==> src/rtl/parity_pkg.sv <==
// Shared constants and helpers for the parity generator/checker slice.
//   PAR_EVEN / PAR_ODD : parity sense encodings (value XORed onto the data reduction)
//   par_calc           : width-generic parity helper; callers zero-extend their word
//                        into PAR_MAX_W bits (zero padding does not change the XOR)
package parity_pkg;

  localparam logic PAR_EVEN = 1'b0;
  localparam logic PAR_ODD  = 1'b1;

  localparam int unsigned PAR_MAX_W = 1024;

  function automatic logic par_calc(input logic [PAR_MAX_W-1:0] data, input logic sense);
    return (^data) ^ sense;
  endfunction

endpackage

==> src/rtl/parity_tree.sv <==
// Combinational XOR reduction over a WIDTH-bit word.
//   data_i : input word
//   par_o  : XOR of all bits of data_i (1 when an odd number of bits are set)
module parity_tree #(
  parameter int unsigned WIDTH = 8
) (
  input  logic [WIDTH-1:0] data_i,
  output logic             par_o
);

  assign par_o = ^data_i;

endmodule

==> src/rtl/parity_gen_chk_pipe.sv <==
// Pipelined even/odd parity generator and checker with a single output register.
// Each accepted word is presented one cycle later with its generated parity and, in
// check mode, a mismatch flag. A saturating error counter and a sticky flag track
// flagged words for status readback.
//   clk, rst            : clock and synchronous active-high reset
//   in_valid/in_ready   : input handshake; in_data, in_par, chk_en qualified by accept
//   out_valid/out_ready : output handshake; out_data, out_par, out_err
//   clr_err             : clears err_cnt/err_sticky (a same-cycle error still counts)
//   err_cnt, err_sticky : saturating error count and sticky error flag
module parity_gen_chk_pipe
  import parity_pkg::*;
#(
  parameter int unsigned WIDTH     = 8,
  parameter int unsigned ODD       = 0,
  parameter int unsigned ERR_CNT_W = 8
) (
  input  logic                 clk,
  input  logic                 rst,
  input  logic                 in_valid,
  output logic                 in_ready,
  input  logic [WIDTH-1:0]     in_data,
  input  logic                 in_par,
  input  logic                 chk_en,
  output logic                 out_valid,
  input  logic                 out_ready,
  output logic [WIDTH-1:0]     out_data,
  output logic                 out_par,
  output logic                 out_err,
  input  logic                 clr_err,
  output logic [ERR_CNT_W-1:0] err_cnt,
  output logic                 err_sticky
);

  localparam logic Sense = (ODD != 0) ? PAR_ODD : PAR_EVEN;

  logic                 xor_all;
  logic                 gen;
  logic                 mismatch;
  logic                 accept;
  logic                 err_hit;

  logic                 out_valid_q, out_valid_d;
  logic [WIDTH-1:0]     out_data_q, out_data_d;
  logic                 out_par_q, out_par_d;
  logic                 out_err_q, out_err_d;
  logic [ERR_CNT_W-1:0] err_cnt_q, err_cnt_d;
  logic                 err_sticky_q, err_sticky_d;

  parity_tree #(
    .WIDTH(WIDTH)
  ) u_tree (
    .data_i(in_data),
    .par_o (xor_all)
  );

  assign gen      = xor_all ^ Sense;
  assign mismatch = chk_en & (gen != in_par);

  // One output register and no skid buffer: space exists only if it is empty or draining.
  assign in_ready = ~out_valid_q | out_ready;
  assign accept   = in_valid & in_ready;
  // Gating with accept keeps idle (possibly X) inputs out of the state.
  assign err_hit  = accept & mismatch;

  always_comb begin
    out_valid_d = out_valid_q;
    out_data_d  = out_data_q;
    out_par_d   = out_par_q;
    out_err_d   = out_err_q;
    if (accept) begin
      out_valid_d = 1'b1;
      out_data_d  = in_data;
      out_par_d   = gen;
      out_err_d   = mismatch;
    end else if (out_ready) begin
      // Drain: data registers keep their last value.
      out_valid_d = 1'b0;
    end
  end

  always_comb begin
    err_cnt_d    = err_cnt_q;
    err_sticky_d = err_sticky_q;
    if (clr_err) begin
      // Clear first, then count an error arriving in the same cycle.
      err_cnt_d    = err_hit ? ERR_CNT_W'(1) : '0;
      err_sticky_d = err_hit;
    end else if (err_hit) begin
      if (err_cnt_q != '1) begin
        err_cnt_d = err_cnt_q + ERR_CNT_W'(1);
      end
      err_sticky_d = 1'b1;
    end
  end

  always_ff @(posedge clk) begin
    if (rst) begin
      out_valid_q  <= 1'b0;
      out_data_q   <= '0;
      out_par_q    <= 1'b0;
      out_err_q    <= 1'b0;
      err_cnt_q    <= '0;
      err_sticky_q <= 1'b0;
    end else begin
      out_valid_q  <= out_valid_d;
      out_data_q   <= out_data_d;
      out_par_q    <= out_par_d;
      out_err_q    <= out_err_d;
      err_cnt_q    <= err_cnt_d;
      err_sticky_q <= err_sticky_d;
    end
  end

  assign out_valid  = out_valid_q;
  assign out_data   = out_data_q;
  assign out_par    = out_par_q;
  assign out_err    = out_err_q;
  assign err_cnt    = err_cnt_q;
  assign err_sticky = err_sticky_q;

endmodule
==> config.mk <==
export PLATFORM = sky130hd
export DESIGN_NAME = parity_gen_chk_pipe
export DESIGN_NICKNAME = d
export VERILOG_FILES = /design/src/rtl/parity_pkg.sv /design/src/rtl/parity_tree.sv /design/src/rtl/parity_gen_chk_pipe.sv
export SDC_FILE = /design/constraint.sdc
export NUM_CORES = 1
export LEC_CHECK = 0
export ABC_CLOCK_PERIOD_IN_PS = 5500
export BUFFER_PORTS_ARGS = -buffer_cell sky130_fd_sc_hd__buf_2
export CAP_MARGIN = 20
export CORE_ASPECT_RATIO = 0.7
export CORE_MARGIN = 2
export CORE_UTILIZATION = 45
export CTS_CLUSTER_DIAMETER = 80
export DETAILED_ROUTE_END_ITERATION = 8
export PLACE_DENSITY = 0.78
export RECOVER_POWER = 25
export SLEW_MARGIN = 0
export SYNTH_ARGS = -nofsm -noshare
export SYNTH_HDL_FRONTEND = slang
export SYNTH_SLANG_ARGS = --single-unit
==> constraint.sdc <==
create_clock -name clk -period 5.5 [get_ports clk]
set_input_delay 1.1 -clock clk [delete_from_list [all_inputs] [get_ports clk]]
set_output_delay 1.1 -clock clk [all_outputs]
set_load 0.005 [all_outputs]
==> flow_summary.yaml, run 1 <==
routing:
  via_per_inst: 5.434
  wl_per_cell_microns: 13.12
  first_pass_iters: 4
  detail-route-antenna-nets: 0
  drt-initial-drc-count: 41
  wirelength_microns: 2270
  vias: 940
  drc: 0
sta:
  max_freq_mhz: 368.4
  fin_tns_setup_ns: 0
  rsz0062_at_grt: "no"
  fin_crit_ns: 2.715
  finClkSkew_ns: 0.007310
  finalCritPeriodShare: 0.4936
  tightest_slew_ns: 0.5756
  hold_viol: 0
  final_max_slew_viol_count: 0
  setup_violations: 0
  slew_headroom: 0.6160
  holdWs_ns: 0.4560
setup_path:
  worst_ep_required_time_ns: 5.74
  crit_chain: "buf_2 -> xnor2_1 -> xnor2_2 -> xnor3_1 -> nor4b_1 -> mux2i_1"
  worstSetupEndpointType: "flip-flop"
  crit_path_max_fanout: 12
  crit_type: "in -> reg"
  slowest_stage: "xnor3_1"
  crit_path_max_incr_delay_ns: 0.54
  cp-start-kind: "input port"
  critPathTopFamily: "XOR/XNOR gates"
  worst-path-buf-inv: 1
  crit_arrival_ns: 2.95
clock_network:
  cts_buffers: 3
  root_buffer: "clkbuf_4"
  clock_latency_ns: 0.30
  cts_hold_buf: 0
  tritoncts: "yes"
  cts_setup_buffers: 0
  clk_path_buf_depth: 2
  htree_levels: 1
  post_cts_resized: 0
  clkSinkCount: 20
  clk_pin_slew_worst_paths_ns: 0.11
floorplan:
  start_util: 0.4685
  ios: 36
  coreArea_sq_mm: 0.002102
  die_w_microns: 59.91
  die_h_microns: 43.14
  dieArea_sq_mm: 0.002584
  row_count: 14
synthesis:
  syn-num-nets: 132
  synth_cells: 116
  seq_area_frac_synth: 0.4066
  synth_area_per_cell_sq_um: 8.489
  ys_ff_latch: 20
  syn_area_sq_um: 984.7
  synth.distinct_cells: 31
  yosysWarnings: 0
grt:
  antenna_found_initial: 0
  grt_remaining_overflow: 0
  grt_max_degree: 17
  grt_pass1_vias: 930
  grt_pass1_wl_microns: 3981
  grt_use_total: 0.2050
finish:
  area_delta_synth_final_pct: 20.46
  final_cells: 173
  final_common_cell: "buf_2"
  fill_cells: 194
  insertedDiodeCount: 0
  nets: 167
  drive_gt1_frac: 0.2886
  final_cell_mix: "buf_2, nand2_1, dfxtp_1"
job:
  maxCapViolCount: 0
power_and_ir_drop:
  total_power_uw: 299.7
  power_density_mw_per_mm2: 252.7
  irDropWorstVdd_mv: 0.1632
  p_leak_nw: 0.5051
place:
  hpwlAfterDp_microns: 1706
  gp_congestion: 0.7501
  dp_cells: 170
  io_buffers: 35
worst_hold_path:
  min_path_type: "reg -> reg"
status:
  outcome: "complete, no violations"
layer usage:
| layer | track usage | up-vias | part of all wire |
|---|---|---|---|
| met5 | 0 | - | 0 |
| met4 | 0.05333 | 0 | 0.0066 |
| met3 | 0.07317 | 2 | 0.048 |
| met2 | 0.3217 | 29 | 0.48 |
| met1 | 0.2660 | 429 | 0.46 |
| li1 | - | 480 | - |
worst paths after layout:
kind / start / to / slack, ns / cells past startpoint
worst min register to register: out_data[2] / out_data[2] / 0.46 / 2
worst max-delay path: in_data[6] / err_cnt[3] / 2.79 / 6
worst max register to register: out_valid / err_cnt[3] / 3.38 / 5
worst min-delay path: out_data[2] / out_data[2] / 0.46 / 2
stage by stage:
step | instance area [sq um] | setup WS [ns] | utilization
after floorplan | 984.7 | 2.803 | -
after global placement | 1164 | 2.588 | 0.5536
after detailed placement | 1164 | 2.520 | 0.5536
after CTS | 1186 | 2.821 | 0.5643
after global routing | 1186 | 2.495 | 0.5643
final | 1186 | 2.785 | 0.5643
sequential cells by signal, indices dropped and copies added (netlist names):
| name | flops |
|---|---|
| err_sticky | 1 |
| out_par | 1 |
| out_valid | 1 |
| err_cnt | 8 |
| out_err | 1 |
| out_data | 8 |
Yosys cell counts:
cell | n | area, sq um
nand2_1 | 22 | 82.58
dfxtp_1 | 20 | 400.4
a21oi_1 | 17 | 85.08
xnor2_1 | 6 | 52.55
nor2_1 | 5 | 18.77
inv_1 | 4 | 15.01
nand3_1 | 4 | 20.02
nand4_1 | 4 | 25.02
clkbuf_1 | 3 | 11.26
o31ai_1 | 3 | 22.52
or4_1 | 3 | 22.52
nand4b_1 | 2 | 17.52
o21ai_0 | 2 | 10.01
o41ai_1 | 2 | 17.52
or2_2 | 2 | 12.51
or3_1 | 2 | 12.51
a211oi_1 | 1 | 7.510
a31o_2 | 1 | 8.760
a31oi_1 | 1 | 6.260
and2_1 | 1 | 6.260
buf_1 | 1 | 3.750
buf_6 | 1 | 11.26
ha_1 | 1 | 12.51
mux2i_1 | 1 | 10.01
nand2b_1 | 1 | 6.260
nor2b_1 | 1 | 6.260
nor3_1 | 1 | 5.000
nor4b_1 | 1 | 8.760
xnor2_2 | 1 | 16.27
xnor3_1 | 1 | 22.52
xor3_4 | 1 | 27.53
cells by family after synthesis:
logic type / Yosys count / share of synthesized area
XOR/XNOR: 9 / 0.1207
multiplexers: 1 / 0.01017
adder cells (fa/ha/maj): 1 / 0.01270
AND/OR/NAND/NOR: 49 / 0.2478
AO/OA/AOI/OAI: 27 / 0.1601
buffers and inverters: 9 / 0.04192
flip-flops: 20 / 0.4066
area by class of cell:
| type | instances | area [sq um] | share of cell area |
|---|---|---|---|
| sequential | 20 | 400.4 | 0.3376 |
| inverter | 4 | 15.01 | 0.01266 |
| multi-input combinational | 87 | 543.0 | 0.4578 |
| tap | 24 | 30.03 | 0.02532 |
| timing repair buffer | 35 | 175.2 | 0.1477 |
| clock buffer | 3 | 22.52 | 0.01899 |
report_power, final:
group / switching [mW] / internal, mW / leakage, nW
combinational: 0.0424 / 0.0332 / 0.328
sequential: 0.00327 / 0.152 / 0.163
clock: 0.0435 / 0.0255 / 0.0138
worst min-delay path: cells and delay by family, from the launching register on:
family / cells / cell delay [ns]
flip-flops: 1 / 0.32
AO/OA/AOI/OAI: 1 / 0.05
AND/OR/NAND/NOR: 1 / 0.05
(Power assumes the default switching activity.)
==> run 2, diff against run 1 <==
- ABC_AREA: unset -> 1
- ABC_CLOCK_PERIOD_IN_PS: 5500 -> 2400
- PLACE_DENSITY: 0.78 -> 0.79
- clock period: 5.5 -> 2.4 ns (I/O delays scaled with it)
==> run 2 against run 1 <==
  * Sequential share of layout area shrank 4.4 points
  * Hold slack worse by 0.069 ns
  * Synthesized area grew 14%
  * Sequential power up 140%
  * Combinational power rose by 92%
  * Cell count up 38%
  * Clock skew up 0.0037 ns
  * Clock power increased to 2.8 times the previous value
  * Largest power group unchanged
  * Global-route usage is 4.1 points lower
  * Total power grew 140%
==> flow_summary.yaml, run 2 <==
status:
  outcome: "complete, no violations"
routing:
  drt-initial-drc-count: 72
  via_per_inst: 4.636
  vias: 1108
  drc: 0
  wirelength_microns: 2270
  wl_per_cell_microns: 9.498
  detail-route-antenna-nets: 0
  first_pass_iters: 4
synthesis:
  synth_area_per_cell_sq_um: 6.703
  synth_mux_area_frac: 0
  synth_top_area_frac: 0.3556
  synth_cells: 168
  synth_ff_type: "dfxtp_1"
  synth_edf_count: 0
  syn_area_sq_mm: 0.001126
  synth_common_cells: "nand2_1, dfxtp_1, inv_1"
  ys_top_cells_by_area: "dfxtp_1, nand2_1, inv_1"
  synthXorXnorAreaFrac: 0.01556
  syn-num-nets: 184
  yosysWarnings: 0
  yosysMostFrequentCell: "nand2_1"
  synth-simple-area-share: 0.4100
  synth.largest_area_cell: "dfxtp_1"
  synth.distinct_cells: 24
  ys_async_sr_fraction: 0
  synthAdderAreaFrac: 0.01111
  synth_compound_area_frac: 0.1222
  seq_area_frac_synth: 0.3556
  synth_top_family_by_area: "simple AND/OR/NAND/NOR gates"
  ys_ff_latch: 20
place:
  io_buffers: 35
  place_ws_ns: 0.7285
  gp_congestion: 0.7887
  hpwlAfterDp_microns: 1785
clock_network:
  clkSinkCount: 20
  htree_levels: 1
  tritoncts: "yes"
  clk_pin_slew_worst_paths_ns: 0.12
  post_cts_resized: 0
  root_buffer: "clkbuf_4"
  cts_setup_buffers: 0
  cts_hold_buf: 0
  clock_latency_ns: 0.30
  cts_buffers: 3
  clk_path_buf_depth: 2
floorplan:
  die_h_microns: 45.86
  die_w_microns: 63.79
  row_count: 15
  ios: 36
  coreArea_sq_mm: 0.002421
  start_util: 0.4651
  dieArea_sq_mm: 0.002925
grt:
  grt_pass1_wl_microns: 3746
  grt_pass1_vias: 883
  grt_remaining_overflow: 0
  grt_max_degree: 18
  grt_use_total: 0.1636
  antenna_found_initial: 0
sta:
  fin_tns_setup_ns: 0
  holdWs_ns: 0.3871
  final_max_slew_viol_count: 0
  timing.final.ws_setup_ns: 0.7880
  finClkSkew_ns: 0.01098
  tightest_slew_ns: 0.4106
  fin_crit_ns: 1.612
  rsz0062_at_grt: "no"
  slew_headroom: 0.7260
  finalCritPeriodShare: 0.6717
  hold_viol: 0
  max_freq_mhz: 620.3
  setup_violations: 0
finish:
  ff_latch_area_sq_um: 400.4
  drive_gt1_frac: 0.2780
  fill_cells: 237
  area_delta_synth_final_pct: 21.22
  multi_input_area_sq_um: 624.3
  nets: 222
  insertedDiodeCount: 0
  final_cell_mix: "nand2_1, buf_2, inv_1, dfxtp_1, nor2_1"
  final_common_cell: "nand2_1"
power_and_ir_drop:
  irDropWorstVdd_mv: 0.3725
  total_power_uw: 707.8
  power_density_mw_per_mm2: 518.5
  p_leak_nw: 0.7367
setup_path:
  crit_type: "reg -> reg"
  worst_ep_required_time_ns: 2.60
  crit_path_max_fanout: 7
  cp-start-kind: "flip-flop"
  worstSetupEndpointType: "flip-flop"
  crit_arrival_ns: 1.82
worst_hold_path:
  min_path_type: "in -> reg"
job:
  maxCapViolCount: 0
## run 2: changes by cell type in the layout (fill, tap and decap cells not counted), sizes merged, moves of 5 or more
cell	delta
xnor2	-7
o21ai	+12
inv	+19
a21oi	-5
nor2	+15
nand3	+9
nand2	+32
## run 2: power breakdown
part,switching [mW],internal (mW),total (mW),leakage [nW]
sequential,0.0140,0.353,0.367,0.165
clock,0.103,0.0926,0.196,0.0210
combinational,0.0868,0.0578,0.145,0.551
total,0.204,0.504,0.708,0.737
## run 2: path summary, 6_finish.rpt
kind	from	endpoint	slack [ns]	cells past startpoint
min reg2reg	out_err	out_err	0.48	2
min	rst	out_err	0.39	2
max	err_cnt[0]	err_cnt[2]	0.79	10
max reg2reg	err_cnt[0]	err_cnt[2]	0.79	10
## run 2: metrics by stage
| stage | std cells | utilization | instance area [sq um] |
|---|---|---|---|
| 3_3_place_gp | 235 | 0.5509 | 1334 |
| 4_1_cts | 239 | 0.5659 | 1370 |
| 2_1_floorplan | 168 | - | 1126 |
| 6_report | 239 | 0.5638 | 1365 |
| 5_1_grt | 239 | 0.5638 | 1365 |
| 3_5_place_dp | 235 | 0.5509 | 1334 |
## run 2: worst max-delay path, cell delays in order, from the launching register on
cell,delay (ns)
dfxtp_1,0.39
ha_1,0.21
nand3_2,0.10
nor2_1,0.11
nand2_1,0.11
nor2_4,0.12
nand3_4,0.12
nand3_4,0.14
nand2_4,0.08
nor2_1,0.09
nor2_1,0.05
## run 2: cell families after synthesis
kind of cell / Yosys count
simple gates: 93
compound gates: 27
buf+inv: 25
flops: 20
xor+xnor: 2
fa+ha+maj: 1
## run 2: metal layers
metal  routed length, microns  share of wire  track usage  vias up
met4                        0              0      0.02609        0
met1                     1225           0.54       0.2358      477
met3                      107          0.047      0.04950        0
met5                        0              0            0        -
li1                         -              -            -      609
met2                      938           0.41       0.2438       22
## run 2: final cells by class
type	instances	area share
Multi-Input combinational cell	123	0.4574
Sequential cell	20	0.2933
Timing Repair Buffer	35	0.1283
Inverter	23	0.06324
Tap cell	34	0.03116
Clock buffer	4	0.02658
